$ cat src/rtl/npc_mem_pkg.sv
// Shared memop codes, trap instruction and response-tracking stage type for npc_mem_arb.
package npc_mem_pkg;

    localparam logic [2:0] MEMOP_B  = 3'b000;
    localparam logic [2:0] MEMOP_H  = 3'b001;
    localparam logic [2:0] MEMOP_W  = 3'b010;
    localparam logic [2:0] MEMOP_BU = 3'b100;
    localparam logic [2:0] MEMOP_HU = 3'b101;

    localparam logic [31:0] EBREAK_INST = 32'h0010_0073;

    // Channel id field is sized for the largest supported channel count.
    localparam int unsigned ID_MAX_W = 8;

    typedef struct packed {
        logic                valid;
        logic [ID_MAX_W-1:0] id;
        logic                wen;
    } trk_stage_t;

    // Channel id width, never narrower than one bit.
    function automatic int unsigned id_width(input int unsigned n);
        return (n > 1) ? $clog2(n) : 1;
    endfunction

endpackage

$ cat src/rtl/npc_rr_arb.sv
// Round-robin grant: one-hot grant searching upward from ptr, plus next pointer.
module npc_rr_arb
    import npc_mem_pkg::*;
#(
    parameter int unsigned NCH = 2,
    parameter int unsigned IDW = id_width(NCH)
) (
    input  logic [NCH-1:0] req,
    input  logic [IDW-1:0] ptr,
    input  logic           block,
    output logic [NCH-1:0] gnt_c,
    output logic [IDW-1:0] gnt_id_c,
    output logic           gnt_any_c,
    output logic [IDW-1:0] ptr_next_c
);

    logic           hi_hit;
    logic           lo_hit;
    logic [IDW-1:0] hi_sel;
    logic [IDW-1:0] lo_sel;

    // Lowest requester at/above ptr wins, else lowest requester overall.
    always_comb begin
        hi_hit = 1'b0;
        lo_hit = 1'b0;
        hi_sel = '0;
        lo_sel = '0;
        for (int i = NCH - 1; i >= 0; i--) begin
            if (req[i]) begin
                lo_hit = 1'b1;
                lo_sel = IDW'(i);
                if (IDW'(i) >= ptr) begin
                    hi_hit = 1'b1;
                    hi_sel = IDW'(i);
                end
            end
        end
    end

    // Grant vector and pointer advance; pointer holds when nothing is granted.
    always_comb begin
        gnt_any_c  = lo_hit & ~block;
        gnt_id_c   = hi_hit ? hi_sel : lo_sel;
        gnt_c      = '0;
        ptr_next_c = ptr;
        if (gnt_any_c) begin
            gnt_c      = NCH'(1) << gnt_id_c;
            ptr_next_c = (gnt_id_c == IDW'(NCH - 1)) ? '0 : gnt_id_c + IDW'(1);
        end
    end

endmodule

$ cat src/rtl/npc_mem_arb.sv
// N-channel memory arbiter: round-robin valid/ready grants onto one memory port,
// fixed-latency response pipe. Optional ebreak trap monitor: define NPC_ARB_TRAP_EN.
module npc_mem_arb
    import npc_mem_pkg::*;
#(
    parameter int unsigned NCH = 2,
    parameter int unsigned AW  = 32,
    parameter int unsigned DW  = 32,
    parameter int unsigned LAT = 1
) (
    input  logic              clk,
    input  logic              rst,
    input  logic [NCH-1:0]    req_valid,
    output logic [NCH-1:0]    req_ready,
    input  logic [NCH*AW-1:0] req_addr,
    input  logic [NCH-1:0]    req_wen,
    input  logic [NCH*3-1:0]  req_wop,
    input  logic [NCH*DW-1:0] req_wdata,
    output logic [NCH-1:0]    resp_valid,
    output logic [DW-1:0]     resp_data,
    output logic              mem_en,
    output logic              mem_wen,
    output logic [2:0]        mem_wop,
    output logic [AW-1:0]     mem_addr,
    output logic [DW-1:0]     mem_wdata,
    input  logic [DW-1:0]     mem_rdata,
    output logic              trap,
    output logic [31:0]       trap_cycle
);

    localparam int unsigned IDW = id_width(NCH);

    logic [IDW-1:0] rr_ptr;
    logic [IDW-1:0] ptr_next;
    logic [IDW-1:0] gnt_id;
    logic           gnt_any;
    logic           halted;
    trk_stage_t     pipe [LAT];
    logic [DW-1:0]  rdata_q;

    npc_rr_arb #(
        .NCH (NCH),
        .IDW (IDW)
    ) u_rr_arb (
        .req        (req_valid),
        .ptr        (rr_ptr),
        .block      (halted),
        .gnt_c      (req_ready),
        .gnt_id_c   (gnt_id),
        .gnt_any_c  (gnt_any),
        .ptr_next_c (ptr_next)
    );

    // Granted channel's payload onto the memory port; all zero when idle.
    always_comb begin
        mem_en    = gnt_any;
        mem_wen   = 1'b0;
        mem_wop   = '0;
        mem_addr  = '0;
        mem_wdata = '0;
        if (gnt_any) begin
            mem_wen   = req_wen[gnt_id];
            mem_wop   = req_wop[32'(gnt_id) * 3 +: 3];
            mem_addr  = req_addr[32'(gnt_id) * AW +: AW];
            mem_wdata = req_wdata[32'(gnt_id) * DW +: DW];
        end
    end

    // Pointer, non-stalling tracking pipe and read-data capture.
    always_ff @(posedge clk or negedge rst) begin
        if (!rst) begin
            rr_ptr  <= '0;
            rdata_q <= '0;
            for (int unsigned i = 0; i < LAT; i++) begin
                pipe[i] <= '0;
            end
        end else begin
            rr_ptr  <= ptr_next;
            rdata_q <= mem_rdata;
            pipe[0] <= trk_stage_t'{valid: gnt_any,
                                    id:    ID_MAX_W'(gnt_id),
                                    wen:   gnt_any & req_wen[gnt_id]};
            for (int unsigned i = 1; i < LAT; i++) begin
                pipe[i] <= pipe[i-1];
            end
        end
    end

    // Pipe exit: one-cycle pulse on the owning channel; writes return zero data.
    always_comb begin
        resp_valid = '0;
        resp_data  = '0;
        if (pipe[LAT-1].valid) begin
            for (int unsigned i = 0; i < NCH; i++) begin
                if (pipe[LAT-1].id == ID_MAX_W'(i)) begin
                    resp_valid[i] = 1'b1;
                end
            end
            if (!pipe[LAT-1].wen) begin
                resp_data = rdata_q;
            end
        end
    end

`ifdef NPC_ARB_TRAP_EN
    logic [31:0] cyc_cnt;
    logic        trap_q;
    logic [31:0] trap_cycle_q;
    logic        trap_hit_c;

    assign trap_hit_c = pipe[LAT-1].valid && !pipe[LAT-1].wen &&
                        (pipe[LAT-1].id == '0) && (resp_data == DW'(EBREAK_INST));

    // Free-running cycle counter and sticky trap capture on a fetched ebreak.
    always_ff @(posedge clk or negedge rst) begin
        if (!rst) begin
            cyc_cnt      <= '0;
            trap_q       <= 1'b0;
            trap_cycle_q <= '0;
        end else begin
            cyc_cnt <= cyc_cnt + 32'd1;
            if (trap_hit_c && !trap_q) begin
                trap_q       <= 1'b1;
                trap_cycle_q <= cyc_cnt;
            end
        end
    end

    assign halted     = trap_q;
    assign trap       = trap_q;
    assign trap_cycle = trap_cycle_q;
`else
    assign halted     = 1'b0;
    assign trap       = 1'b0;
    assign trap_cycle = '0;
`endif

endmodule

$ cat config.mk
export PLATFORM = sky130hd
export DESIGN_NAME = npc_mem_arb
export DESIGN_NICKNAME = d
export VERILOG_FILES = /design/src/rtl/npc_mem_pkg.sv /design/src/rtl/npc_rr_arb.sv /design/src/rtl/npc_mem_arb.sv
export SDC_FILE = /design/constraint.sdc
export NUM_CORES = 1
export LEC_CHECK = 0
export CAP_MARGIN = 20
export CORE_AREA = 10 10 113 115
export DETAILED_ROUTE_END_ITERATION = 8
export DIE_AREA = 0 0 123 125
export HOLD_SLACK_MARGIN = 0.15
export PLACE_DENSITY = 0.7
export SLEW_MARGIN = 20
export SYNTH_ARGS = -nofsm -noshare
export SYNTH_HDL_FRONTEND = slang
export SYNTH_SLANG_ARGS = --single-unit
$ cat constraint.sdc
create_clock -name clk -period 2.15 [get_ports clk]
set_input_delay 0.645 -clock clk [delete_from_list [all_inputs] [get_ports clk]]
set_output_delay 0.645 -clock clk [all_outputs]
set_load 0.01 [all_outputs]
# Yosys cells after proc, flatten, opt, wreduce, memory -nomap -nowiden
# Cells that the tools add are included.
# classes
shift	4
n_addsub	1
reduce_logical	1
n_bitwise	1
mux	23
n_lt_le_gt_ge	3
mul	1
# ops
operator	count
32-bit 2-to-1 mux	4
64-bit by 7-bit indexed part select with 32-bit output	2
1-bit 2-to-1 mux	16
8-bit zero test	1
6-bit by 4-bit indexed part select with 3-bit output	1
2-bit 2-to-1 mux	2
1-bit by 2-bit multiplier with 3-bit output (second input constant)	1
3-bit 2-to-1 mux	1
1-bit >= comparator (first input constant)	2
1-bit by 2-bit < comparator with 1-bit output (second input constant)	1
1-bit by 1-bit << shifter with 2-bit output (first input constant)	1
1-bit adder (second input constant)	1
1-bit bitwise AND	1
# word_totals
ff_bits	36
inputBits	172

# Logic depth before layout (Yosys ltp)
# Gate-level depths: netlist of the first run.
# depth
word_depth	9
mapped_depth	5
depth_no_buf	2

# Hierarchy
# From an unflattened synthesis of the first run, not the netlist that was laid out.
# unflattened
cells_unflattened	269
area_unflattened_um2	2671.3
# modules_own_cells
module	instances	cells_per_inst	area_per_inst_um2
npc_mem_arb	1	259	2610.0
npc_rr_arb	1	10	61.3

# Worst setup path before layout of the first run
# Ideal clock, no wire load.
# synth_timing
path_type	input to output
from	input port req_valid[1]
to	output port mem_wdata[12]
slack_ns	0.076
stages	5
t_arrival_ns	1.429
path_cell_list	buf_2 -> a21boi_4 -> buf_6 -> buf_6 -> a32o_1
# synth_between
elab_chain_len	6
word_cells_on_any_way	11
# synth_rtl
element	line_no	text
from (decl)	npc_mem_arb.sv:13	input logic [NCH-1:0] req_valid,
1-bit 2-to-1 mux	npc_rr_arb.sv:29	if (req[i]) begin
1-bit 2-to-1 mux	npc_rr_arb.sv:32	if (IDW'(i) >= ptr) begin
1-bit 2-to-1 mux	npc_rr_arb.sv:29	
1-bit 2-to-1 mux	npc_rr_arb.sv:43	gnt_id_c = hi_hit ? hi_sel : lo_sel;
64-bit by 7-bit indexed part select with 32-bit output	npc_mem_arb.sv:65	mem_wdata = req_wdata[32'(gnt_id) * DW +: DW];
32-bit 2-to-1 mux (*)	npc_mem_arb.sv:61	if (gnt_any) begin
to (decl)	npc_mem_arb.sv:25	output logic [DW-1:0] mem_wdata,
# Every way passes the cells marked *; elsewhere a longest branch is shown, timed or not.

# Worst setup path after layout of the first run
# layout_timing
from	input port req_valid[0]
to	output port mem_wdata[10]
# layout_between
elab_chain_len	4
word_cells_on_any_way	7
# layout_rtl
element	line_no
1-bit 2-to-1 mux	npc_rr_arb.sv:29
1-bit 2-to-1 mux	npc_rr_arb.sv:43
64-bit by 7-bit indexed part select with 32-bit output	npc_mem_arb.sv:65
32-bit 2-to-1 mux (*)	npc_mem_arb.sv:61
# Marked as above.

==> summary.md, run 1 <==
| Metric | Value |
|---|---|
| Total grt overflow | `0` |
| Sw power | `just under 0.8 mW` |
| Post-Syn Area | `about 2300 µm²` |
| Aggregate global-route resource usage | `0.197` |
| Core footprint | `between 10000 and 15000 µm²` |
| GPL Wtd Cong | `0.848` |
| Violated checks | `negative setup slack` |
| Total placed cells including tap cells | `606` |
| RSZ-0062 raised after global routing | `yes` |
| Max-Cap Viols | `0` |
| Leakage dissipation | `2.51 nW` |
| Max-slew violation count | `0` |
| Layout cells sized above 1 | `0.278` |
| CTS Buffer Depth | `2` |
| Internal Power | `1.75 mW` |
| Reg2Reg Depth | `5` |
| Yosys top cell area share | `0.395` |
| Global route hottest layer | `met2` |
| Antenna violations before repair | `0` |
| PwrDens | `462 nW/µm²` |
| Final Non-Filler Cells | `645` |
| First-pass GRT wire length | `~22000 µm` |
| Met2 Use GR | `0.358` |
| Period utilisation layout | `1.08` |
| Status | `finished, violations left` |
| Drt wl/cell | `roughly 26 µm` |
| Die width | `123 µm` |
| CP Max Fanout | `7` |
| Sequential power share | `0.287` |
| Worst R2R Setup Slack | `0.77 ns` |
| Fin nets | `676` |
| Clock network fraction of total power | `0.169` |
| Die area | `about 15000 µm²` |
| DP Area | `5030 µm²` |
| Top cell by count, worst path | `buf_6` |
| DRC | `0` |
| Clk Latency, worst-skew pair | `0.27 ns` |
| DRT iter0 DRCs | `152` |
| Syn. warnings | `0` |
| Setup crit end kind | `output pin` |
| Fmax | `432 MHz` |
| CTS Buf Count | `5` |
| Met1 Usage GRT | `0.199` |
| Average size of a mapped cell | `11.1 µm²` |
| Clock sink total | `36` |
| Via count | `approximately 3000` |
| Pre-CTS WS | `-0.886 ns` |
| Register area share after synthesis | `0.395` |
| Slowest stage delay, CP | `roughly 0.24 ns` |
| TritonCTS clock tree | `done` |
| Worst-path clk slew | `~0.060 ns` |
| WS Path Type | `input pin to output pin` |
| Post-DRT Antenna Nets | `0` |
| # rows | `38` |
| Largest net degree at the start of global routing | `46` |
| Detailed Route WL | `16600 µm` |
| Via-to-Cell Ratio | `4.70` |
| CP required | `1.50 ns` |
| Final Instance Area | `5490 µm²` |
| # H-tree levels | `2` |
| Vias in the first global route | `3272` |
| Worst flop-to-flop path endpoint | `pipe[0]` |
| Top cell type by total area after synthesis | `dfrtp_1` |
| #FFs+latches synth | `36` |
| Post-DP HPWL | `12000 µm` |
| Final Util | `0.517` |
| Syn Inst Count | `~200` |
| Number of port buffers | `between 200 and 300` |
| Setup WS post-layout | `-0.164 ns` |
| Combinational share of power | `0.545` |
| Peak VDD IR | `0.000244 V` |
| Drt first pass iters | `4` |
| Tmin final | `2.31 ns` |
| Total negative slack | `-7.04 ns` |
| Met3 usage | `0.0882` |
| Hold Crit Class | `input pin to asynchronous set/reset pin` |
| Hold-fix buffers, CTS | `0` |
| Critical Path, Cell by Cell | `buf_8, a21boi_4, buf_6, buf_4, clkbuf_16, a32o_2, buf_6` |
| Top post-synthesis cells by area | `dfrtp_1, a32o_1, buf_4` |
| P&R area growth vs syn | `141%` |
| Worst clock skew | `0.0000783 ns` |
| Starting Density | `0.215` |
| I/O Pins | `310` |
| Worst R2R Start | `rr_ptr` |
| Final setup viols | `69` |
| Final hold violations | `0` |
| Root Buffer | `clkbuf_8` |
| Startpoint types | `input pin` |
| Unique cell type count in the Yosys netlist | `14` |
| Switch share | `0.308` |
| Crit path max-delay cell type | `a32o_2` |
| Critical path arrival | `1.67 ns` |
| Die Y | `around 130 µm` |
-- routing by layer --
layer  routed length [µm]  vias up
li1                     -     1339
met2                 8760      204
met1                 5600     1474
met4                  261        0
met3                 1950       14
met5                    0        -
-- state kept, by name (all words and copies together), names as in the netlist --
name,count
rdata_q,32
rr_ptr,1
pipe,3
-- how the worst max path moves through the flow --
stage                      start            end  slack, ns  depth (start not counted)
global placement    req_valid[0]  mem_wdata[19]      -0.88                          5
global route              rr_ptr  mem_wdata[13]      -0.20                          7
finish              req_valid[0]  mem_wdata[10]      -0.16                          7
floorplan           req_valid[1]  mem_wdata[12]       0.08                          5
detailed placement  req_valid[0]  mem_wdata[19]      -0.89                          5
CTS                 req_valid[0]  mem_wdata[21]      -0.14                          7
-- worst max-delay path: cells and delay by family --
family / cells / cell delay, ns
buffers and inverters: 5 / 0.65
AOI/OAI and AO/OA: 2 / 0.37
-- per-stage QoR --
stage	hold slack [ns]	power, mW
after floorplan	0.349	1.21
after global placement	0.446	1.93
after detailed placement	0.449	1.94
after CTS	0.151	2.51
after global routing	0.154	2.67
final	0.164	2.53
-- synthesized netlist by cell type --
library cell  number
clkbuf_1          10
nand2b_1           1
buf_4             34
and2_1            35
a21oi_1            1
nor2b_1            2
nor2_1             1
a32o_1            68
buf_6              9
dfrtp_1           36
or2_2              1
a21boi_4           1
conb_1             1
buf_2              6
-- final cells by class --
cell class                 instances  area [µm²]
fill                             971        5120
timing repair buffer             318        3220
antenna                            1        2.50
clock buffer                       6        72.6
tap                              140         175
sequential                        36         901
clock inverter                     1        5.00
multi-input combinational        143        1110
-- layout by cell type (no fill, tap or decap) --
cell	instances
clkbuf_16	3
nand2b_4	1
buf_6	39
clkinv_2	1
clkbuf_8	5
clkdlybuf4s50_1	169
buf_12	5
nor2b_4	1
buf_16	9
diode_2	1
conb_1	33
a32o_2	13
buf_4	11
a21boi_4	1
and2_1	34
nor2_1	1
buf_2	44
or2_2	1
nor2b_1	1
a32o_1	55
dfrtp_1	36
dlygate4sd2_1	33
and2_4	1
a21oi_1	1
clkbuf_1	1
buf_8	5
-- power by group through the flow --
stage / clock network [mW] / registers, mW / logic, mW
global placement: 0 / 0.738 / 1.19
global route: 0.479 / 0.729 / 1.46
CTS: 0.451 / 0.726 / 1.33
finish: 0.427 / 0.726 / 1.38
detailed placement: 0 / 0.740 / 1.20
floorplan: 0 / 0.736 / 0.474
-- repair_timing --
| item | in CTS | in global routing |
|---|---|---|
| gates cloned | 13 | 3 |
| setup endpoints to repair | 103 | 70 |
| setup buffers | 15 | 7 |
| pin swaps | 31 | 18 |
| hold endpoints to repair | 0 | 0 |
| gates resized for setup | 379 | 44 |
-- cells by family (layout without fill, tap and decap cells) --
kind of cell / Yosys count / count (layout) / share of synthesized area
buffers and inverters: 59 / 325 / 0.186
and+or+nand+nor: 40 / 40 / 0.109
AOI/OAI and AO/OA: 70 / 70 / 0.309
other: 1 / 34 / 0.00164
DFF: 36 / 36 / 0.395
Note: power is estimated with default switching activity, not from simulation.
==> run 2, diff against run 1 <==
REMOVE_ABC_BUFFERS = 1   (was unset)
==> run 2 against run 1 <==
  * The run still ends with negative setup slack left
  * Utilization is 1.0 points higher
  * First-iteration DRC count is 18% lower
  * Sequential power hardly changed
  * Critical path depth is 1 higher
  * Die area stayed put
  * Combinational power hardly changed
  * Total power is 9.0% higher
  * Sequential share of layout area is 0.32 points lower
  * Hold slack better by 0.23 ns
  * Critical path type unchanged
==> summary.md, run 2 (synthesis results as in run 1) <==
| Metric | Value |
|---|---|
| Largest Register | `rdata_q` |
| TritonCTS clock tree | `done` |
| Setup crit end kind | `output pin` |
| Drt first pass iters | `4` |
| Critical path arrival | `1.73 ns` |
| Crit path max-delay cell type | `a32o_1` |
| Max FFs per register | `32` |
| Reg2Reg Depth | `8` |
| Post-DRT Antenna Nets | `0` |
| Core footprint | `about 11000 µm²` |
| CP Max Fanout | `5` |
| RSZ-0062 raised after global routing | `yes` |
| Total placed cells including tap cells | `611` |
| Detailed Route WL | `16100 µm` |
| Violated checks | `negative setup slack` |
| Number of port buffers | `approximately 280` |
| Worst R2R Start | `rr_ptr` |
| Die area | `15400 µm²` |
| Peak VDD IR | `0.000237 V` |
| Antenna violations before repair | `1` |
| Worst clock skew | `0.0000586 ns` |
| DP Area | `5060 µm²` |
| I/O Pins | `310` |
| Setup WS post-layout | `-0.226 ns` |
| Period utilisation layout | `1.11` |
| Layout cells sized above 1 | `0.359` |
| Max-slew violation count | `0` |
| Largest registers | `rdata_q (32), pipe (3), rr_ptr (1)` |
| CTS Buf Count | `5` |
| Drt wl/cell | `24.6 µm` |
| Worst-path clk slew | `~0.07 ns` |
| Fin nets | `686` |
| Largest net degree at the start of global routing | `37` |
| Clk Latency, worst-skew pair | `0.28 ns` |
| # H-tree levels | `2` |
| FILL cells | `roughly 960` |
| PnR Total Power | `2.76 mW` |
| Via-to-Cell Ratio | `4.58` |
| Aggregate global-route resource usage | `0.193` |
| GPL Wtd Cong | `about 0.83` |
| Startpoint types | `input pin` |
| Final setup viols | `69` |
| DRC | `0` |
| Critical Path, Cell by Cell | `buf_8, a21boi_4, buf_6, buf_8, buf_6, buf_16, a32o_1, buf_2` |
| Post-DP HPWL | `12300 µm` |
| Worst flop-to-flop path endpoint | `pipe[0]` |
| Die Y | `125 µm` |
| WS Path Type | `input pin to output pin` |
| First-pass GRT wire length | `22100 µm` |
| Hold Crit Class | `input pin to asynchronous set/reset pin` |
| Final hold violations | `0` |
| Fmax | `between 400 and 500 MHz` |
| # rows | `38` |
| Buf/Inv on CP | `6` |
| Starting Density | `0.215` |
| Worst hold margin | `0.391 ns` |
| Final Non-Filler Cells | `656` |
| Leakage dissipation | `2.61 nW` |
| Via count | `3002` |
| Critical path startpoint | `req_valid[0]` |
| DRT iter0 DRCs | `between 100 and 150` |
| CP required | `about 1.5 ns` |
| Worst R2R Setup Slack | `0.59 ns` |
| Total grt overflow | `0` |
| Die width | `around 120 µm` |
| Tmin final | `2.38 ns` |
| CTS Buffer Depth | `2` |
| Commonest non-fill, non-tap cell in the layout | `clkdlybuf4s50_1` |
| Hold-fix buffers, CTS | `0` |
| Slowest stage delay, CP | `between 0.2 and 0.25 ns` |
| Most frequent cells in the layout | `clkdlybuf4s50_1, buf_6, a32o_1` |
| Final Instance Area | `5590 µm²` |
| Root Buffer | `clkbuf_8` |
| Status | `finished, violations left` |
| Max-Cap Viols | `0` |
| Clock sink total | `36` |
| Vias in the first global route | `3270` |
| PwrDens | `494 nW/µm²` |
| P&R area growth vs syn | `145%` |
| Delay-heaviest family, CP | `buffers and inverters` |
[run 2: changes by cell type in the layout (fill, tap and decap cells not counted), sizes merged]
| cell | delta |
|---|---|
| clkdlybuf4s50 | -1 |
| clkdlybuf4s15 | +1 |
| buf | +11 |
| clkbuf | +24 |
| clkinv | -1 |
| dlygate4sd2 | -27 |
| dlymetal6s2s | +3 |
| bufinv | +1 |
[run 2: cell type report]
cell class | instances | area [µm²] | share of cell area
diodes | 1 | 2.50 | 0.000447
clock buffers | 7 | 96.3 | 0.0172
clock inverters | 1 | 30.0 | 0.00537
multi-input cells | 143 | 1120 | 0.200
flip-flops and latches | 36 | 901 | 0.161
well taps | 140 | 175 | 0.0313
repair buffers | 328 | 3270 | 0.584
[run 2: worst reg2reg max path, cell delays in order (launching register included)]
cell and delay, ns:
dfrtp_1 0.41, buf_6 0.13, a21boi_4 0.05, buf_6 0.12, buf_6 0.12, buf_12 0.13, a32o_2 0.25, buf_4 0.13
buf_4 0.13
[run 2: routing by layer]
metal	vias to the layer above	global-route usage	part of all wire
met2	196	0.358	0.54
met4	0	0.0356	0.011
li1	1357	-	-
met3	10	0.0878	0.13
met5	-	0	0
met1	1439	0.191	0.33
[run 2: what timing repair did]
action / in CTS / in global routing
gates cloned: 13 / 2
pin swaps: 10 / 10
resized for setup: 410 / 79
endpoints found under the setup margin: 103 / 94
buffers inserted: 20 / 4
[run 2: report_power, final]
group          switching (mW)  internal, mW
logic                   0.558         0.853
registers              0.0119         0.714
clock network           0.216         0.409
total                   0.786          1.98
[run 2: worst max path at each step]
stage	slack (ns)	endpoint	depth (start not counted)
after detailed placement	-0.98	mem_wdata[0]	5
after CTS	-0.23	mem_addr[1]	8
final	-0.23	mem_addr[19]	8
after floorplan	-0.70	mem_wen	2
after global placement	-0.97	mem_wdata[0]	5
after global routing	-0.29	mem_wdata[21]	8
[run 2: stage by stage]
stage / setup TNS [ns] / worst slack [ns] / util
floorplan: -47.37 / -0.698 / -
global placement: -62.45 / -0.971 / 0.478
detailed placement: -62.79 / -0.976 / 0.478
CTS: -9.61 / -0.231 / 0.525
global route: -13.24 / -0.289 / 0.528
finish: -9.48 / -0.226 / 0.528
==> run 3, diff against run 2 <==
ABC_AREA = 1   (was unset)
PLACE_DENSITY = 0.73   (was 0.7)
==> run 3 against run 2 <==
  * The run now ends clean
  * Design area shrank 1.0%
  * Largest power group unchanged
  * Clock skew grew 0.0016 ns
  * Synthesized cell count grew 88%
  * Critical endpoint is now mem_wdata[20]
==> summary.md, run 3 <==
| Metric | Value |
|---|---|
| Top cells by count, synth | `nand3_1, nand2_1, buf_4, dfrtp_1, inv_1` |
| Proportion of synthesized area in mux cells | `0` |
| # H-tree levels | `2` |
| Buf/Inv on CP | `4` |
| Die width | `123 µm` |
| Peak VDD IR | `around 0.00031 V` |
| Starting Density | `0.248` |
| Post-DP HPWL | `11500 µm` |
| Leakage dissipation | `2.91 nW` |
| Drt wl/cell | `19.1 µm` |
| Drt first pass iters | `4` |
| Final setup viols | `0` |
| Total grt overflow | `0` |
| DP Area | `5410 µm²` |
| Final Instance Area | `5540 µm²` |
| Largest family of logic cells by synthesized area | `simple AND/OR/NAND/NOR gates` |
| Most frequent cells in the layout | `clkdlybuf4s50_1, nand3_1, nand2_1` |
| PwrDens | `482 nW/µm²` |
| Adder-cell share of the synthesized area | `0` |
| I/O Pins | `310` |
| Antenna violations before repair | `0` |
| Final Util | `0.522` |
| Unique cell type count in the Yosys netlist | `17` |
| Detailed Route WL | `15400 µm` |
| #FFs+latches synth | `36` |
| Pre-CTS WS | `-0.431 ns` |
| Critical Path, Cell by Cell | `inv_4, nand2_8, buf_6, buf_16, nand3_1, nand2_1, buf_2` |
| Largest registers | `rdata_q (32), pipe (3), rr_ptr (1)` |
| Max-Cap Viols | `0` |
| Synth Area in Simple Gates | `0.423` |
| Fin nets | `around 840` |
| Hold Crit Class | `input pin to asynchronous set/reset pin` |
| Clk Latency, worst-skew pair | `0.29 ns` |
| Setup WS post-layout | `approximately 0.0011 ns` |
| CTS Buf Count | `5` |
| # rows | `38` |
| Critical path arrival | `1.50 ns` |
| Period utilisation layout | `0.999` |
| Aggregate global-route resource usage | `0.180` |
| CP required | `1.50 ns` |
| Largest net degree at the start of global routing | `52` |
| Average size of a mapped cell | `roughly 6.8 µm²` |
| Count leader, synth | `nand3_1` |
| Syn Inst Count | `approximately 390` |
| Post-synth ARST share | `1.00` |
| Antenna Cells | `0` |
| Die area | `15400 µm²` |
| TritonCTS clock tree | `done` |
| Post-Synth XOR/XNOR Area | `0` |
| CTS Buffer Depth | `2` |
| Crit path max-delay cell type | `dfrtp_2` |
| Dominant synthesized flop cell | `dfrtp_1` |
| Syn. warnings | `0` |
| Setup crit end kind | `output pin` |
| Via count | `3687` |
| Max FFs per register | `32` |
| Post-DRT Antenna Nets | `0` |
| Slowest stage delay, CP | `0.48 ns` |
| Top cell type by total area after synthesis | `dfrtp_1` |
| Final hold violations | `0` |
| Tmin final | `2.15 ns` |
| Total negative slack | `0 ns` |
| Clock sink total | `36` |
| Post-Syn Area | `around 2600 µm²` |
| Status | `complete, no violations` |
| Root Buffer | `clkbuf_8` |
| Worst clock skew | `~0.0017 ns` |
| Layout cells sized above 1 | `0.238` |
| Register area share after synthesis | `0.343` |
| Startpoint types | `flip-flop` |
| Die Y | `125 µm` |
| Max-slew violation count | `0` |
| Delay-heaviest family, CP | `buffers and inverters` |
| CP Max Fanout | `8` |
| P&R area growth vs syn | `111%` |
| Top post-synthesis cells by area | `dfrtp_1, nand3_1, buf_4` |
| Fmax | `roughly 470 MHz` |
| GPL Wtd Cong | `0.830` |
| Commonest non-fill, non-tap cell in the layout | `clkdlybuf4s50_1` |
| Compound-Gate Fraction of Synth Area | `0.00762` |
| WS Path Type | `flip-flop to output pin` |
| Core footprint | `10600 µm²` |
| First-pass GRT wire length | `21700 µm` |
| Vias in the first global route | `3852` |
| DRT iter0 DRCs | `222` |
| Post-synth EDFFs | `0` |
| RSZ-0062 raised after global routing | `yes` |
| Yosys top cell area share | `0.343` |
| Worst-path clk slew | `0.07 ns` |
| DRC | `0` |
| Number of port buffers | `276` |
| Via-to-Cell Ratio | `4.56` |
| Largest Register | `rdata_q` |
## run 3: cell types whose count changed in the layout (fill, tap and decap cells not counted), moves of 35 or more
cell and delta:
buf_6 -37, nand2_1 +69, inv_1 +36, and2_1 -35
a32o_1 -45, nand3_1 +134
## run 3: kinds of logic after synthesis
logic type | after synthesis
and+or+nand+nor | 242
AOI/OAI and AO/OA | 4
DFF | 36
buffers and inverters | 104
other | 1
## run 3: routing by layer
layer,vias up,part of all wire,global-route usage
met5,-,0,0
met4,0,0.022,0.0583
met3,29,0.12,0.0774
met2,216,0.51,0.328
met1,1715,0.35,0.177
li1,1727,-,-
## run 3: area by class of cell
type	instances	area, µm²
Sequential cell	36	902
Tap cell	140	175
Multi-Input combinational cell	279	1300
Clock inverter	1	30.0
Clock buffer	7	96.3
Inverter	37	141
Fill cell	1040	5060
Timing Repair Buffer	308	2890
## run 3: power by group
part | total, mW | internal, mW | switching [mW]
registers | 0.733 | 0.715 | 0.0181
logic | 1.30 | 0.700 | 0.596
clock network | 0.639 | 0.409 | 0.230
total | 2.67 | 1.82 | 0.844
## run 3: final timing paths
check	from	end	slack [ns]	cells past startpoint
worst max register to register	rr_ptr	pipe[0]	0.97	6
min in group clk	rr_ptr	rr_ptr	0.78	3
worst min register to register	rr_ptr	rr_ptr	0.78	3
worst min-delay path	rst	rdata_q[9]	0.77	2
max in group asynchronous	rst	rr_ptr	1.05	2
worst max-delay path	rr_ptr	mem_wdata[20]	0.001	7
## run 3: repair_timing
action                                  CTS  global route
pin swaps                                 2             4
endpoints found under the setup margin  103            86
hold buffers                              0             0
resized for setup                       354            62
gates cloned                              7             4
setup buffers                             5             0
## run 3: metrics by stage
stage | hold slack, ns | cells | total power, mW
global placement | 0.682 | 784 | 1.98
finish | 0.767 | 808 | 2.67
CTS | 0.779 | 804 | 2.67
global route | 0.780 | 808 | 2.82
floorplan | 0.349 | 352 | 1.12
detailed placement | 0.700 | 784 | 2.00
